## src/rtl/uart_fifo_pkg.sv

```systemverilog
// Shared types and constants for the command frame parser.
// Latency: n/a (package only).
// Backpressure: n/a (package only).
package uart_fifo_pkg;

  // Parser states: length field, command byte, argument bytes, checksum byte.
  typedef enum logic [1:0] {
    S_LEN = 2'd0,
    S_CMD = 2'd1,
    S_ARG = 2'd2,
    S_CHK = 2'd3
  } state_t;

  // Command code that carries an argument field.
  localparam logic [7:0] ARG_CMD_DEF   = 8'h05;

  // Largest supported length-field and argument-field sizes, in bytes.
  localparam int         CNT_BYTES_MAX = 4;
  localparam int         ARG_BYTES_MAX = 8;

  // Width of a byte index able to count to max(cnt_b, arg_b) - 1.
  // Inputs are clamped to the supported maxima.
  function automatic int idx_width(input int cnt_b, input int arg_b);
    int c;
    int a;
    int m;
    c = (cnt_b > CNT_BYTES_MAX) ? CNT_BYTES_MAX : cnt_b;
    a = (arg_b > ARG_BYTES_MAX) ? ARG_BYTES_MAX : arg_b;
    m = (c > a) ? c : a;
    return (m > 1) ? $clog2(m) : 1;
  endfunction

endpackage

```

## src/rtl/sync_rise.sv

```systemverilog
// Two-flop synchroniser followed by a registered rising-edge detector.
// Latency: pulse_o rises 3 clk edges after d_i rises; one cycle wide.
// Backpressure: none; every synchronised rising edge produces a pulse.
// Ports: clk/rst (async active-high), d_i asynchronous level, pulse_o one-cycle pulse.
module sync_rise (
  input  logic clk,
  input  logic rst,
  input  logic d_i,
  output logic pulse_o
);

  logic meta_q;
  logic sync_q;
  logic sync_dly_q;
  logic pulse_q;

  always_ff @(posedge clk or posedge rst) begin
    if (rst) begin
      meta_q     <= 1'b0;
      sync_q     <= 1'b0;
      sync_dly_q <= 1'b0;
      pulse_q    <= 1'b0;
    end else begin
      meta_q     <= d_i;
      sync_q     <= meta_q;
      sync_dly_q <= sync_q;
      pulse_q    <= sync_q & ~sync_dly_q;
    end
  end

  assign pulse_o = pulse_q;

endmodule

```

## src/rtl/cmd_frame_parser.sv

```systemverilog
// Byte-stream command frame parser: [len (CNT_BYTES, BE)] [cmd] [arg if ARG_CMD] [chk if CHK_EN].
// Latency: cmd/rx_cnt/arg and frm_vld update one cycle after the final rok of a frame.
// Backpressure: none; one byte consumed per rok, fifo_done aborts the frame in progress.
// Ports: clk, rst (async active-high); rok/mosi rx byte stream; fifo_done abort level;
//        cmd/rx_cnt/arg last accepted fields; frm_vld/frm_err pulses; busy; fe_done pulse.
module cmd_frame_parser
  import uart_fifo_pkg::*;
#(
  parameter int          CNT_BYTES   = 2,
  parameter int          ARG_BYTES   = 4,
  parameter logic [7:0]  ARG_CMD     = ARG_CMD_DEF,
  parameter bit          CHK_EN      = 1'b0,
  parameter int unsigned TIMEOUT_CYC = 65535
) (
  input  logic                   clk,
  input  logic                   rst,
  input  logic                   rok,
  input  logic [7:0]             mosi,
  input  logic                   fifo_done,
  output logic [7:0]             cmd,
  output logic [8*CNT_BYTES-1:0] rx_cnt,
  output logic [8*ARG_BYTES-1:0] arg,
  output logic                   frm_vld,
  output logic                   frm_err,
  output logic                   busy,
  output logic                   fe_done
);

  localparam int              IDX_W    = idx_width(CNT_BYTES, ARG_BYTES);
  localparam int              LEN_W    = 8 * CNT_BYTES;
  localparam int              ARG_W    = 8 * ARG_BYTES;
  localparam logic [IDX_W-1:0] CNT_LAST = IDX_W'(CNT_BYTES - 1);
  localparam logic [IDX_W-1:0] ARG_LAST = IDX_W'(ARG_BYTES - 1);
  localparam logic [31:0]     TO_LIM   = 32'(TIMEOUT_CYC);

  state_t             state_q, state_d;
  logic [IDX_W-1:0]   idx_q, idx_d;
  logic [LEN_W-1:0]   len_sh_q, len_sh_d;
  logic [7:0]         cmd_sh_q, cmd_sh_d;
  logic [ARG_W-1:0]   arg_sh_q, arg_sh_d;
  logic [7:0]         sum_q, sum_d;
  logic [31:0]        idle_q, idle_d;
  logic [7:0]         cmd_q, cmd_d;
  logic [LEN_W-1:0]   rx_cnt_q, rx_cnt_d;
  logic [ARG_W-1:0]   arg_q, arg_d;
  logic               vld_q, vld_d;
  logic               err_q, err_d;

  logic               busy_w;
  logic               done;
  logic               fail;
  logic               restart;

  assign busy_w = (state_q != S_LEN) || (idx_q != '0);

  always_comb begin
    state_d  = state_q;
    idx_d    = idx_q;
    len_sh_d = len_sh_q;
    cmd_sh_d = cmd_sh_q;
    arg_sh_d = arg_sh_q;
    sum_d    = sum_q;
    idle_d   = idle_q;
    cmd_d    = cmd_q;
    rx_cnt_d = rx_cnt_q;
    arg_d    = arg_q;
    vld_d    = 1'b0;
    err_d    = 1'b0;
    done     = 1'b0;
    fail     = 1'b0;
    restart  = 1'b0;

    if (fifo_done) begin
      // Downstream finished: drop the partial frame silently, even if a byte arrives now.
      restart = 1'b0 | 1'b1;
    end else if (rok) begin
      idle_d = '0;
      case (state_q)
        S_LEN: begin
          len_sh_d = (len_sh_q << 8) | LEN_W'(mosi);
          sum_d    = sum_q + mosi;
          if (idx_q == CNT_LAST) begin
            state_d = S_CMD;
            idx_d   = '0;
          end else begin
            idx_d   = idx_q + 1'b1;
          end
        end
        S_CMD: begin
          cmd_sh_d = mosi;
          sum_d    = sum_q + mosi;
          idx_d    = '0;
          if (mosi == ARG_CMD) begin
            state_d = S_ARG;
          end else if (CHK_EN) begin
            state_d = S_CHK;
          end else begin
            done    = 1'b1;
          end
        end
        S_ARG: begin
          arg_sh_d = (arg_sh_q << 8) | ARG_W'(mosi);
          sum_d    = sum_q + mosi;
          if (idx_q == ARG_LAST) begin
            idx_d = '0;
            if (CHK_EN) begin
              state_d = S_CHK;
            end else begin
              done    = 1'b1;
            end
          end else begin
            idx_d = idx_q + 1'b1;
          end
        end
        S_CHK: begin
          if (mosi == sum_q) begin
            done = 1'b1;
          end else begin
            fail = 1'b1;
          end
        end
      endcase
    end else if (busy_w) begin
      idle_d = idle_q + 32'd1;
      if ((TO_LIM != 32'd0) && (idle_d == TO_LIM)) begin
        fail = 1'b1;
      end
    end

    // Outputs are loaded from the shadow next-values so the final byte is
    // included in the same cycle it is consumed.
    if (done) begin
      cmd_d    = cmd_sh_d;
      rx_cnt_d = len_sh_d;
      if (cmd_sh_d == ARG_CMD) begin
        arg_d = arg_sh_d;
      end
      vld_d   = 1'b1;
      restart = 1'b1;
    end

    if (fail) begin
      err_d   = 1'b1;
      restart = 1'b1;
    end

    if (restart) begin
      state_d  = S_LEN;
      idx_d    = '0;
      len_sh_d = '0;
      cmd_sh_d = '0;
      arg_sh_d = '0;
      sum_d    = '0;
      idle_d   = '0;
    end
  end

  always_ff @(posedge clk or posedge rst) begin
    if (rst) begin
      state_q  <= S_LEN;
      idx_q    <= '0;
      len_sh_q <= '0;
      cmd_sh_q <= '0;
      arg_sh_q <= '0;
      sum_q    <= '0;
      idle_q   <= '0;
      cmd_q    <= '0;
      rx_cnt_q <= '0;
      arg_q    <= '0;
      vld_q    <= 1'b0;
      err_q    <= 1'b0;
    end else begin
      state_q  <= state_d;
      idx_q    <= idx_d;
      len_sh_q <= len_sh_d;
      cmd_sh_q <= cmd_sh_d;
      arg_sh_q <= arg_sh_d;
      sum_q    <= sum_d;
      idle_q   <= idle_d;
      cmd_q    <= cmd_d;
      rx_cnt_q <= rx_cnt_d;
      arg_q    <= arg_d;
      vld_q    <= vld_d;
      err_q    <= err_d;
    end
  end

  sync_rise u_sync_rise (
    .clk     (clk),
    .rst     (rst),
    .d_i     (fifo_done),
    .pulse_o (fe_done)
  );

  assign cmd     = cmd_q;
  assign rx_cnt  = rx_cnt_q;
  assign arg     = arg_q;
  assign frm_vld = vld_q;
  assign frm_err = err_q;
  assign busy    = busy_w;

endmodule

```

## config.mk

```make
export PLATFORM = sky130hd
export DESIGN_NAME = cmd_frame_parser
export DESIGN_NICKNAME = d
export VERILOG_FILES = /design/src/rtl/uart_fifo_pkg.sv /design/src/rtl/sync_rise.sv /design/src/rtl/cmd_frame_parser.sv
export SDC_FILE = /design/constraint.sdc
export NUM_CORES = 1
export LEC_CHECK = 0
export CAP_MARGIN = 0
export CORE_MARGIN = 2
export CORE_UTILIZATION = 58
export DETAILED_ROUTE_END_ITERATION = 12
export GPL_TIMING_DRIVEN = 0
export PLACE_DENSITY = 0.8
export SETUP_SLACK_MARGIN = 0.05
export SLEW_MARGIN = 20
export SYNTH_ARGS = -nofsm -noshare
export SYNTH_HDL_FRONTEND = slang
export SYNTH_SLANG_ARGS = --single-unit
```

## constraint.sdc

```tcl
create_clock -name clk -period 6 [get_ports clk]
set_input_delay 0.6 -clock clk [delete_from_list [all_inputs] [get_ports clk]]
set_output_delay 0.6 -clock clk [all_outputs]
set_load 0.05 [all_outputs]
```

* Word-level counts from Yosys, hierarchy flattened
Cells that the tools add are included.
Widths: inputs -> output; s select.
** Word-level totals
- Register bits :: 162
- Latch bits :: 0
- RAM bits :: 0
- Memory bits (read-only) :: 0
- Input port bits :: 12
- Output and inout bits :: 60
- Word-level logic and storage cells :: 99
- Memories :: 0
** Cells by class
- Add/sub/neg operators :: 3
- $mul :: 0
- Divide/modulo/power cells :: 0
- Magnitude comparators :: 0
- Equality and inequality tests :: 12
- Shifts and indexed selects :: 0
- Muxes and demuxes :: 49
- Bitwise operators :: 4
- Reductions and logical operators :: 15
** Operators by type and width (count)
- $mux 32 :: 8
- $mux 16 :: 4
- $mux 8 :: 8
- $add 32x1->32 const B :: 1
- $eq 32x16->1 const B :: 1
- $or 32x8->32 :: 1
- $mux 2 :: 10
- $eq 8x3->1 const B :: 2
- $mux 1 :: 16
- $or 16x8->16 :: 1
- $add 8x8->8 :: 1
- $eq 8x8->1 :: 1
- $reduce_bool 2->1 :: 4
- $eq 2x2->1 const B :: 3
- $ne 3x3->1 const B :: 2
- $pmux 2 s3 :: 1
- $reduce_and 3->1 :: 2
- $reduce_bool 3->1 :: 2
- $reduce_and 5->1 :: 1
- $eq 2x1->1 const B :: 2
- $pmux 2 s2 :: 1
- $reduce_and 2->1 :: 2
- $reduce_bool 4->1 :: 1
- $pmux 1 s3 :: 1
- 7 further kinds :: 7

* Logic depth before layout (Yosys ltp)
- Depth in word-level cells :: 9
- Gate-level depth with buffers :: 14
- Gate-level depth less buffers :: 10

* By module
A second synthesis with hierarchy kept.
** Second synthesis, totals
- Cells, all modules :: 755
- Area, all modules :: 7618.6 um^2
** By module, submodules not included
- cmd_frame_parser :: times used 1, cells each 749, area an instance 7500.9 um^2
- sync_rise :: times used 1, cells each 6, area an instance 117.6 um^2

* Worst setup path before layout
Ideal clock, no wire load.
- Kind :: input-to-reg
- From :: input port mosi[5]
- To :: register arg_q[19], in the netlist arg[19]
- Data arrival time :: 2.720 ns
- Required time :: 5.922 ns
- Path slack :: 3.202 ns
- Cell stages on the path :: 10
- Buffers on the path :: 2
- Cells stage by stage :: ha_1 nor4_1 and3_1 nand2_1 a311oi_1 and2_1 clkbuf_1 buf_1 nor2_1 a21oi_1
** Between the ends
- Word-level cells in the longest chain between the ends :: 6
- Elaborated cells on any way between the ends :: 12
** RTL lines
- start, declared :: line cmd_frame_parser.sv:18 : input logic [7:0] mosi,
- $eq 8x8->1 or $eq 8x3->1 (tied branches) :: line cmd_frame_parser.sv:116, cmd_frame_parser.sv:93
- $mux 1, on equally long branches :: line cmd_frame_parser.sv:116, cmd_frame_parser.sv:93
- $pmux 1 s3 :: line cmd_frame_parser.sv:78 : case (state_q)
- $mux 1 :: line cmd_frame_parser.sv:76 : end else if (rok) begin
- $mux 1 :: line cmd_frame_parser.sv:73 : if (fifo_done) begin
- $reduce_and 2->1 (no line) *
- end signal, assigned :: line cmd_frame_parser.sv:182 : arg_q <= arg_d;
- end, declared :: line cmd_frame_parser.sv:45 : logic [ARG_W-1:0] arg_q, arg_d;
Mark *: on every way between the ends. The rest lies on a longest branch, timed or not.
A chain may end at the register's enable or synchronous reset.

* Worst setup path in the final report
- From :: input port mosi[1]
- To :: register arg_q[0], in the netlist arg[0]
Same word-level chain as after synthesis.

==> impl_metrics.tcl <==
set metrics [dict create \
    wl_met3_um 826 \
    rows 42 \
    vias_per_cell 5.80 \
    reg2reg_from "sum_q[1]" \
    ctsResizeCount 0 \
    cts-root-buf "clkbuf_16" \
    track_usage_pct 27.6 \
    drtIter0Drc 474 \
    htreeDepth 4 \
    start_kind "primary input" \
    dp_hpwl_mm 13.2 \
    yosysSeqAreaShare_pct 50.8 \
    syn_inst 759 \
    crit_slowest_cell "a311oi_1" \
    drv_slew 0 \
    drc 0 \
    cts_tree "done" \
    crit_type "in2reg" \
    cts_setup_buffers 0 \
    slowest_delay_ns 0.85 \
    path_cells "clkdlybuf4s50_1, ha_1, nor4_1, and3_1, nand2_1, a311oi_1, and2_1, clkbuf_1, buf_1, nor2_1, a21oi_1" \
    setup_viol 0 \
    drive_above_1_share_pct 12.1 \
    nFillCells 1003 \
    grt_start_max_net_pins 101 \
    holdPathEnd "u_sync_rise.sync_q" \
    postLayoutCellArea_mm2 0.00953 \
    end_kind "flop" \
    hold_violations 0 \
    start_util_pct 59.8 \
    antenna_found_initial 0 \
    cts_hold_buf 0 \
    min_from "u_sync_rise.meta_q" \
    die_y_um 121 \
    dp_worst_setup_slack_ns 1.45 \
    wirelength_mm 19.0 \
    synth_nets 789 \
    met1_length_mm 8.16 \
    met2_wirelength_mm 9.56 \
    ys_types 48 \
    syn2layout_area_growth_pct 19.4 \
    maxCapViolCount 0 \
    place_congestion 0.914 \
    min_path_cells 0 \
    final_cells 1039 \
    power_density_mw_per_mm2 310 \
    hold_path_class "reg2reg" \
    skew_ns 0.0116 \
    r2r_cells 10 \
    synth_top_area_cell "dfrtp_1" \
    clock_latency_ns 0.44 \
    finalSetupTns_ns 0 \
    ys_ff_latch 162 \
    cts.reportedPaths.clkPinSlew_ns 0.06 \
    maxUsedRoutingLayer "met4" \
    cts_made_buffers 17 \
    required_ns 6.36 \
    period_share_pct 70.1 \
    synth.top_cell.area_share_pct 50.8 \
    placedCellCount 1007 \
    cts_buffer_depth 2 \
    netlist_top_cells_area "dfrtp_1, mux2i_1, nor3_2" \
    nets 880 \
    grt_pass1_vias 6338 \
    critical_path_arrival_ns 4.57 \
    core_area_mm2 0.0133 \
    fin_ws_ns 1.79 \
    finalCriticalPeriod_ns 4.21 \
    grt_pass1_wl_mm 31.6 \
    worstPathMaxFanout 10 \
    post_drt_wl_per_cell_um 18.3 \
    ir_worst_vdd_v 0.000218 \
    max_freq_mhz 238 \
    rsz0062_at_grt "false" \
    final_antenna_net_count 0 \
    dpl_cell_area_mm2 0.00895 \
    num_vias 6030 \
    syn_avg_cell_area_um2 10.5 \
    synth_ff_type "dfrtp_1" \
    r2r_slack_ns 2.23 \
    fp.dieW_um 121 \
    portBuffers 71 \
    synth_edf_count 0 \
    status "complete, no violations" \
    p_leak_nw 4.34 \
    cts.sinks 162 \
    r2r-end "arg[0]" \
    die-area_mm2 0.0147 \
    grt_overflow 0 \
    antennaDiodeCount 0 \
    async_flop_share_pct 100 \
    ios 72 \
    maxSlewHeadroom_pct 30.5 \
    first_pass_iters 5 \
    tightestPinTransition_ns 1.03 \
    yosysWarnings 0 \
    syn_area_mm2 0.00798 \
]
[flip-flops by register name, summed over array words and instances (netlist names), 2 cells and up]
register and cells:
arg 32, arg_sh_q 32, cmd 8, cmd_sh_q 8, idle_q 32, idx_q 2, len_sh_q 16, rx_cnt 16
state_q 2, sum_q 8
[layout make-up]
class                   count  area [um2]  area share [%]
flip-flops and latches    162        4050            42.5
clock inverters            13         139            1.46
inverters                  13        56.3           0.591
multi-input cells         529        3580            37.6
plain buffers              55         298            3.12
well taps                 176         220            2.31
repair buffers             72         738            7.75
clock buffers              19         443            4.65
[power breakdown]
group | internal (mW) | switching, mW | leakage, nW
Clock | 0.598 | 0.485 | 0.283
Combinational | 0.212 | 0.431 | 1.84
Sequential | 1.17 | 0.0538 | 2.22
Total | 1.98 | 0.969 | 4.34
[cell usage in the layout, fill, tap and decap left out, types with 3 or more instances in the layout]
cell type,netlist,layout
a21oi_1,69,69
inv_1,13,12
o21bai_1,3,3
nand2b_1,4,4
buf_8,6,6
buf_1,7,7
and2_1,7,7
nor3_2,50,50
nor3_1,43,43
xnor2_1,21,21
xor2_1,28,28
clkbuf_16,0,17
nor4_1,16,16
or2_2,3,3
o21ai_0,9,9
inv_6,0,4
dfrtp_1,162,162
clkbuf_1,33,34
nand4_1,10,10
nand2_1,30,30
ha_1,17,17
inv_8,0,5
nor2_1,94,94
buf_2,7,7
nand3_1,23,23
and3_1,9,9
mux2i_1,61,61
nor2b_1,3,3
clkdlybuf4s50_1,0,71
[worst max-delay path, delay by kind of cell]
kind                       cells  cell delay, ns
AOI/OAI and AO/OA              2            1.01
adders and majority gates      1            0.44
buffers and inverters          3            1.56
and+or+nand+nor                5            0.96
[metrics by stage]
stage | hold WS, ns | power [mW] | util [%]
finish | 0.377 | 2.95 | 71.4
floorplan | 0.331 | 1.67 | -
global route | 0.397 | 3.06 | 71.4
detailed placement | 0.341 | 1.89 | 67.0
CTS | 0.380 | 2.96 | 71.4
global placement | 0.340 | 1.86 | 66.8
[cell usage after synthesis (2+ instances only)]
cell and number:
dfrtp_1 162, nor2_1 94, a21oi_1 69, mux2i_1 61
nor3_2 50, nor3_1 43, clkbuf_1 33, nand2_1 30
xor2_1 28, nand3_1 23, xnor2_1 21, ha_1 17
nor4_1 16, inv_1 13, nand4_1 10, and3_1 9
o21ai_0 9, and2_1 7, buf_1 7, buf_2 7
buf_8 6, nand2b_1 4, nor2b_1 3, o21bai_1 3
or2_2 3, a211oi_1 2, a21boi_0 2, a21o_1 2
a221oi_1 2, a311oi_1 2, buf_6 2, nand3b_1 2
nor4bb_1 2
[worst max path at each step]
stage / from / end / slack, ns
3_5_place_dp: mosi[1] / arg[6] / 1.45
6_report: mosi[1] / arg[0] / 1.79
2_1_floorplan: rst / arg[0] / 1.02
5_1_grt: mosi[1] / arg[30] / 1.64
4_1_cts: mosi[1] / arg[1] / 1.89
3_3_place_gp: rst / cmd_sh_q[2] / -0.77
[per-layer routing]
metal / global-route usage [%] / vias to the layer above
li1: - / 2828
met1: 35.8 / 3011
met2: 45.3 / 145
met4: 10.6 / 0
met3: 6.48 / 46
met5: 0 / -
[logic make-up (layout without fill, tap and decap cells)]
| kind of cell | after synthesis | count (layout) | share of synthesized area [%] |
|---|---|---|---|
| AND/OR/NAND/NOR | 302 | 302 | 21.6 |
| multiplexers | 61 | 61 | 7.65 |
| adder cells (fa/ha/maj) | 18 | 18 | 2.92 |
| XOR/XNOR | 49 | 49 | 5.38 |
| flip-flops | 162 | 162 | 50.8 |
| AO/OA/AOI/OAI | 99 | 99 | 7.29 |
| buffers and inverters | 68 | 172 | 4.34 |
Power figures use the tool's default switching activity.
